`src/rtl/mips_pkg.sv`:
```
// Shared MIPS pipeline definitions: register-file geometry and address type.
package mips_pkg;

  localparam int REG_ADDR_W = 5;
  localparam int NUM_REGS   = 32;

  typedef logic [REG_ADDR_W-1:0] reg_addr_t;

  localparam reg_addr_t ZERO_REG = 5'd0;

endpackage

```
`src/rtl/regfile_2r1w.sv`:
```
// 32-entry register file: two asynchronous read ports, one synchronous write
// port, hardwired-zero $0 and synchronous clear.
module regfile_2r1w
  import mips_pkg::*;
#(
  parameter int WIDTH = 32
) (
  input  logic             clk_i,
  input  logic             clr_i,
  input  logic             we_i,
  input  reg_addr_t        waddr_i,
  input  logic [WIDTH-1:0] wdata_i,
  input  reg_addr_t        raddr_a_i,
  input  reg_addr_t        raddr_b_i,
  output logic [WIDTH-1:0] rdata_a_o,
  output logic [WIDTH-1:0] rdata_b_o
);

  logic [WIDTH-1:0] regs_q [NUM_REGS];
  logic [WIDTH-1:0] regs_d [NUM_REGS];

  // Clear wins over a write; entry 0 is forced to zero so it never holds data.
  always_comb begin
    regs_d = regs_q;
    if (clr_i) begin
      for (int i = 0; i < NUM_REGS; i++) begin
        regs_d[i] = '0;
      end
    end else if (we_i && (waddr_i != ZERO_REG)) begin
      regs_d[waddr_i] = wdata_i;
    end else begin
      regs_d = regs_q;
    end
    regs_d[0] = '0;
  end

  always_ff @(posedge clk_i) begin
    regs_q <= regs_d;
  end

  always_comb begin
    if (raddr_a_i == ZERO_REG) begin
      rdata_a_o = '0;
    end else begin
      rdata_a_o = regs_q[raddr_a_i];
    end
    if (raddr_b_i == ZERO_REG) begin
      rdata_b_o = '0;
    end else begin
      rdata_b_o = regs_q[raddr_b_i];
    end
  end

endmodule

```
`src/rtl/wb_regfile.sv`:
```
// MIPS writeback stage: result select, register-file commit and commit counter.
// Define WB_BYPASS_EN for write-first reads of the register being committed.
module wb_regfile
  import mips_pkg::*;
#(
  parameter int WIDTH     = 32,
  parameter int CNT_WIDTH = 32
) (
  input  logic                 clk_i,
  input  logic                 reset_i,
  input  logic [WIDTH-1:0]     alu_out_iwb32,
  input  logic [WIDTH-1:0]     read_data_iwb32,
  input  reg_addr_t            dst_reg_addr_iwb5,
  input  logic                 enable_wreg_iwb,
  input  logic                 mem_to_reg_iwb,
  input  reg_addr_t            rs_addr_id5,
  input  reg_addr_t            rt_addr_id5,
  output logic [WIDTH-1:0]     rs_data_od32,
  output logic [WIDTH-1:0]     rt_data_od32,
  output logic [WIDTH-1:0]     result_owb32,
  output logic [CNT_WIDTH-1:0] wb_count_o
);

  logic                 commit_s;
  logic [WIDTH-1:0]     rf_rs_data_s;
  logic [WIDTH-1:0]     rf_rt_data_s;
  logic [CNT_WIDTH-1:0] wb_count_d;
  logic [CNT_WIDTH-1:0] wb_count_q;

  always_comb begin
    if (mem_to_reg_iwb) begin
      result_owb32 = read_data_iwb32;
    end else begin
      result_owb32 = alu_out_iwb32;
    end
  end

  assign commit_s = enable_wreg_iwb && (dst_reg_addr_iwb5 != ZERO_REG);

  regfile_2r1w #(
    .WIDTH (WIDTH)
  ) u_regfile (
    .clk_i     (clk_i),
    .clr_i     (reset_i),
    .we_i      (commit_s),
    .waddr_i   (dst_reg_addr_iwb5),
    .wdata_i   (result_owb32),
    .raddr_a_i (rs_addr_id5),
    .raddr_b_i (rt_addr_id5),
    .rdata_a_o (rf_rs_data_s),
    .rdata_b_o (rf_rt_data_s)
  );

`ifdef WB_BYPASS_EN
  // A write that reset is about to discard must not be bypassed either.
  always_comb begin
    if (!reset_i && commit_s && (rs_addr_id5 == dst_reg_addr_iwb5)) begin
      rs_data_od32 = result_owb32;
    end else begin
      rs_data_od32 = rf_rs_data_s;
    end
    if (!reset_i && commit_s && (rt_addr_id5 == dst_reg_addr_iwb5)) begin
      rt_data_od32 = result_owb32;
    end else begin
      rt_data_od32 = rf_rt_data_s;
    end
  end
`else
  always_comb begin
    rs_data_od32 = rf_rs_data_s;
    rt_data_od32 = rf_rt_data_s;
  end
`endif

  always_comb begin
    if (reset_i) begin
      wb_count_d = '0;
    end else if (commit_s) begin
      wb_count_d = wb_count_q + CNT_WIDTH'(1);
    end else begin
      wb_count_d = wb_count_q;
    end
  end

  always_ff @(posedge clk_i) begin
    wb_count_q <= wb_count_d;
  end

  assign wb_count_o = wb_count_q;

endmodule

```
`config.mk`:
```
export PLATFORM = sky130hd
export DESIGN_NAME = wb_regfile
export DESIGN_NICKNAME = d
export VERILOG_FILES = /design/src/rtl/mips_pkg.sv /design/src/rtl/regfile_2r1w.sv /design/src/rtl/wb_regfile.sv
export SDC_FILE = /design/constraint.sdc
export NUM_CORES = 2
export LEC_CHECK = 0
export BUFFER_PORTS_ARGS = -buffer_cell sky130_fd_sc_hd__buf_4
export CORE_MARGIN = 4
export CORE_UTILIZATION = 50
export CTS_CLUSTER_DIAMETER = 120
export DETAILED_ROUTE_END_ITERATION = 7
export HOLD_SLACK_MARGIN = 0.05
export PLACE_DENSITY_LB_ADDON = 0.3
export RECOVER_POWER = 50
export SETUP_SLACK_MARGIN = 0.1
export SYNTH_ARGS = -nofsm -noshare
export SYNTH_HDL_FRONTEND = slang
export SYNTH_SLANG_ARGS = --single-unit
```
`constraint.sdc`:
```
create_clock -name clk_i -period 2.7 [get_ports clk_i]
set_input_delay 0.54 -clock clk_i [delete_from_list [all_inputs] [get_ports clk_i]]
set_output_delay 0.54 -clock clk_i [all_outputs]
set_load 0.01 [all_outputs]
```
==> metrics.yaml <==
outcome: "finished, violations left"
violations: "max-capacitance violations, max-slew violations, negative setup slack"
final-setup-viol-count: 90
sw_frac_of_total: 0.2581
synth_compound_area_frac: 0.1909
ys_seq_area_frac: 0.4048
seq_area_um2: 20590
worstSetupPathType: "input pin to flop"
synth-xor-area-share: 0.0008648
grt_overflow: 0
vias: 45629
clk_path_buf_depth: 3
rsz0062_at_grt: "true"
synth.area.mux_share: 0.2447
drv_cap: 1
syn_nets: 5046
powerDensity_nw_per_um2: 556.4
drive_gt1_frac: 0.3526
fin_crit_ps: 2917
synth_edf_count: 0
final_cell_mix: "nor2_1 (1083), a211oi_1 (965), dfxtp_1 (950), buf_4 (535), mux4_2 (384)"
htreeDepth: 3
io_pins: 211
dr.first_iter.drc_count: 5577
clkTransAtPathRegs_ps: 60
arrival_ps: 3450
fmax_mhz: 342.8
sequentialPowerShare: 0.426
finalSetupTns_ps: -5605
met1_length_um: 73730
drc: 0
dr_wl_met2_um: 83540
ys_ff_latch: 1024
cts_buffers: 107
die_h_um: 326.3
worst-path-max-fanout: 42
cp.required_ps: 3240
insertion_delay_ps: 690
start_kind: "input pin"
worst_pin_slew_ps: 1870
max-slew-margin-rel: -0.2469
antenna_found_initial: 7
die-area_um2: 106400
fillerInstances: 7293
critPathTopFamily: "buffers and inverters"
finalMaxSlewViolations: 55
critPathMaxStageDelay_ps: 1100
path_cells: "clkbuf_2 > nand3_1 > nor2_1 > clkbuf_2 > nor2_1 > a211oi_1"
critPathBufInv: 2
synth_top_family_by_area: "multiplexers"
synthCells: 4962
synth-main-ff-cell: "dfxtp_1"
p_int_mw: 26.93
async_reset_ff_frac: 0
start_util: 0.5049
grt_usage: 0.3363
gp_congestion: 0.9195
cts_hold_buf: 0
dr.pass1.iters: 6
power.net_switching_mw: 9.366
ys_warn_count: 0
synth_simple_gate_area_frac: 0.1042
p_leak_nw: 22.21
layout_commonest_cell: "nor2_1"
dr_wl_met3_um: 22170
hold_viol_final: 0
syn_to_final_growth_pct: 28.81
rrSetupSlack_ps: 640
core-area_um2: 100300
synthAdderAreaFrac: 0.0002471
routed_wl_um: 189600
highest_layer: "met5"
dpl.cell_count: 6445
holdCritPathClass: "input pin to flop"
synth_area_um2: 50640
hold_depth: 2
p_clk_frac: 0.437
ir_drop_uv: 508.9
synth.distinct_cells: 48
grt_max_degree: 129
avgSynthCellArea_um2: 10.21
pre_cts_ws_ps: -753.8
grt_pass1_wl_um: 275000
root_buffer: "clkbuf_16"
num_rows: 116
critical_path_depth: 6
multi_input_area_um2: 30210
fin_nets: 5394
die_w_um: 326.3
hpwl_um: 116500
skew_ps: 10.23
setup_slack_ps: -216.8
numClockSinks: 1024
critPathSlowestCell: "clkbuf_2"
ant_nets: 0
grt_pass1_vias: 43099
endpoint_kind: "flop"
instances_no_fill: 6762
p_comb_frac: 0.137
cts_tree: "yes"
wl_per_cell_um: 28.04
period_share: 1.080
r2r.worst_path.cells: 4
port_buffers: 210
viasPerCell: 6.748
-- cell usage after synthesis, types with 2 or more instances --
library cell	n	area, µm²
nor3b_1	2	15.01
nand2b_1	8	50.05
buf_4	37	277.8
nor3_1	64	320.3
inv_1	37	138.9
mux2_2	128	1441
o21ai_0	9	45.04
mux2i_1	225	2252
o31ai_1	13	97.59
and2_1	3	18.77
or3_1	10	62.56
clkbuf_1	374	1404
a211oi_2	27	337.8
or2_2	3	18.77
nor4_1	4	25.02
nor2_4	12	135.1
nor3_4	8	130.1
nor2b_1	3	18.77
nand2_1	15	56.30
nand3b_1	7	52.55
buf_1	8	30.03
mux2_1	2	22.52
nor2_2	12	75.07
o22ai_1	192	1201
nor2_1	1067	4005
or4_1	13	97.59
buf_2	175	875.8
a211oi_1	965	7244
xor2_1	4	35.03
mux2_4	2	30.03
a21oi_1	22	110.1
nand4_1	7	43.79
a2111oi_0	64	560.5
mux4_2	384	8648
buf_6	2	22.52
o2111ai_1	4	35.03
dfxtp_1	1024	20500
and4_1	5	43.79
or3b_1	4	35.03
nand3_1	9	45.04
-- flip-flops by register name, summed over array words and instances, names as in the netlist --
| name | flops |
|---|---|
| u_regfile.regs_q | 992 |
| wb_count_o | 32 |
-- per-stage QoR --
stage	cell area, µm²	power, mW	utilization	hold slack [ps]
5_1_grt	65220	37.12	0.6503	316.4
3_5_place_dp	57340	19.85	0.5718	492.4
4_1_cts	64270	35.92	0.6408	264.9
2_1_floorplan	50650	17.86	-	484.4
3_3_place_gp	57340	19.81	0.5718	489.4
6_report	65230	36.29	0.6504	289.9
-- metal layers --
metal  up-vias  global-route usage
met5         -                   0
met4         6              0.1585
met3       640             0.08447
met2      2987              0.5047
met1     22409              0.4577
li1      19587                   -
-- worst paths after layout --
kind	from	endpoint
max reg2reg	wb_count_o[2]	wb_count_o[28]
min reg2reg	u_regfile.regs_q[74]	u_regfile.regs_q[74]
min	reset_i	u_regfile.regs_q[179]
max	enable_wreg_iwb	u_regfile.regs_q[271]
-- power groups by stage --
stage,combinational [mW],sequential (mW),clock (mW)
6_report,4.98,15.5,15.9
5_1_grt,5.15,15.5,16.5
4_1_cts,4.63,15.4,15.9
3_5_place_dp,4.08,15.8,0
3_3_place_gp,4.05,15.8,0
2_1_floorplan,2.13,15.7,0
-- repair_timing --
action	in CTS	in global routing
endpoints found under the setup margin	64	64
resized for setup	504	222
gates cloned	17	8
setup buffers	48	48
pin swaps	48	62
-- worst reg2reg max path, delay by kind of cell, from the launching register on --
family,cells,cell delay [ps]
flip-flops,1,440
multiplexers,1,340
AND/OR/NAND/NOR,3,1190
-- cell families after synthesis --
family / Yosys count
AO/OA/AOI/OAI: 1299
XOR/XNOR: 5
adder cells (fa/ha/maj): 1
buffers and inverters: 633
flip-flops: 1024
multiplexers: 741
AND/OR/NAND/NOR: 1259
-- cell type report --
cell class	count	share of cell area
timing repair buffer	835	0.1352
antenna	5	0.0001918
sequential	1024	0.3157
tap	1357	0.02603
multi-input combinational	3305	0.4631
clock buffer	161	0.04991
clock inverter	38	0.007749
inverter	37	0.002129
Note: power is estimated with default switching activity, not from simulation.
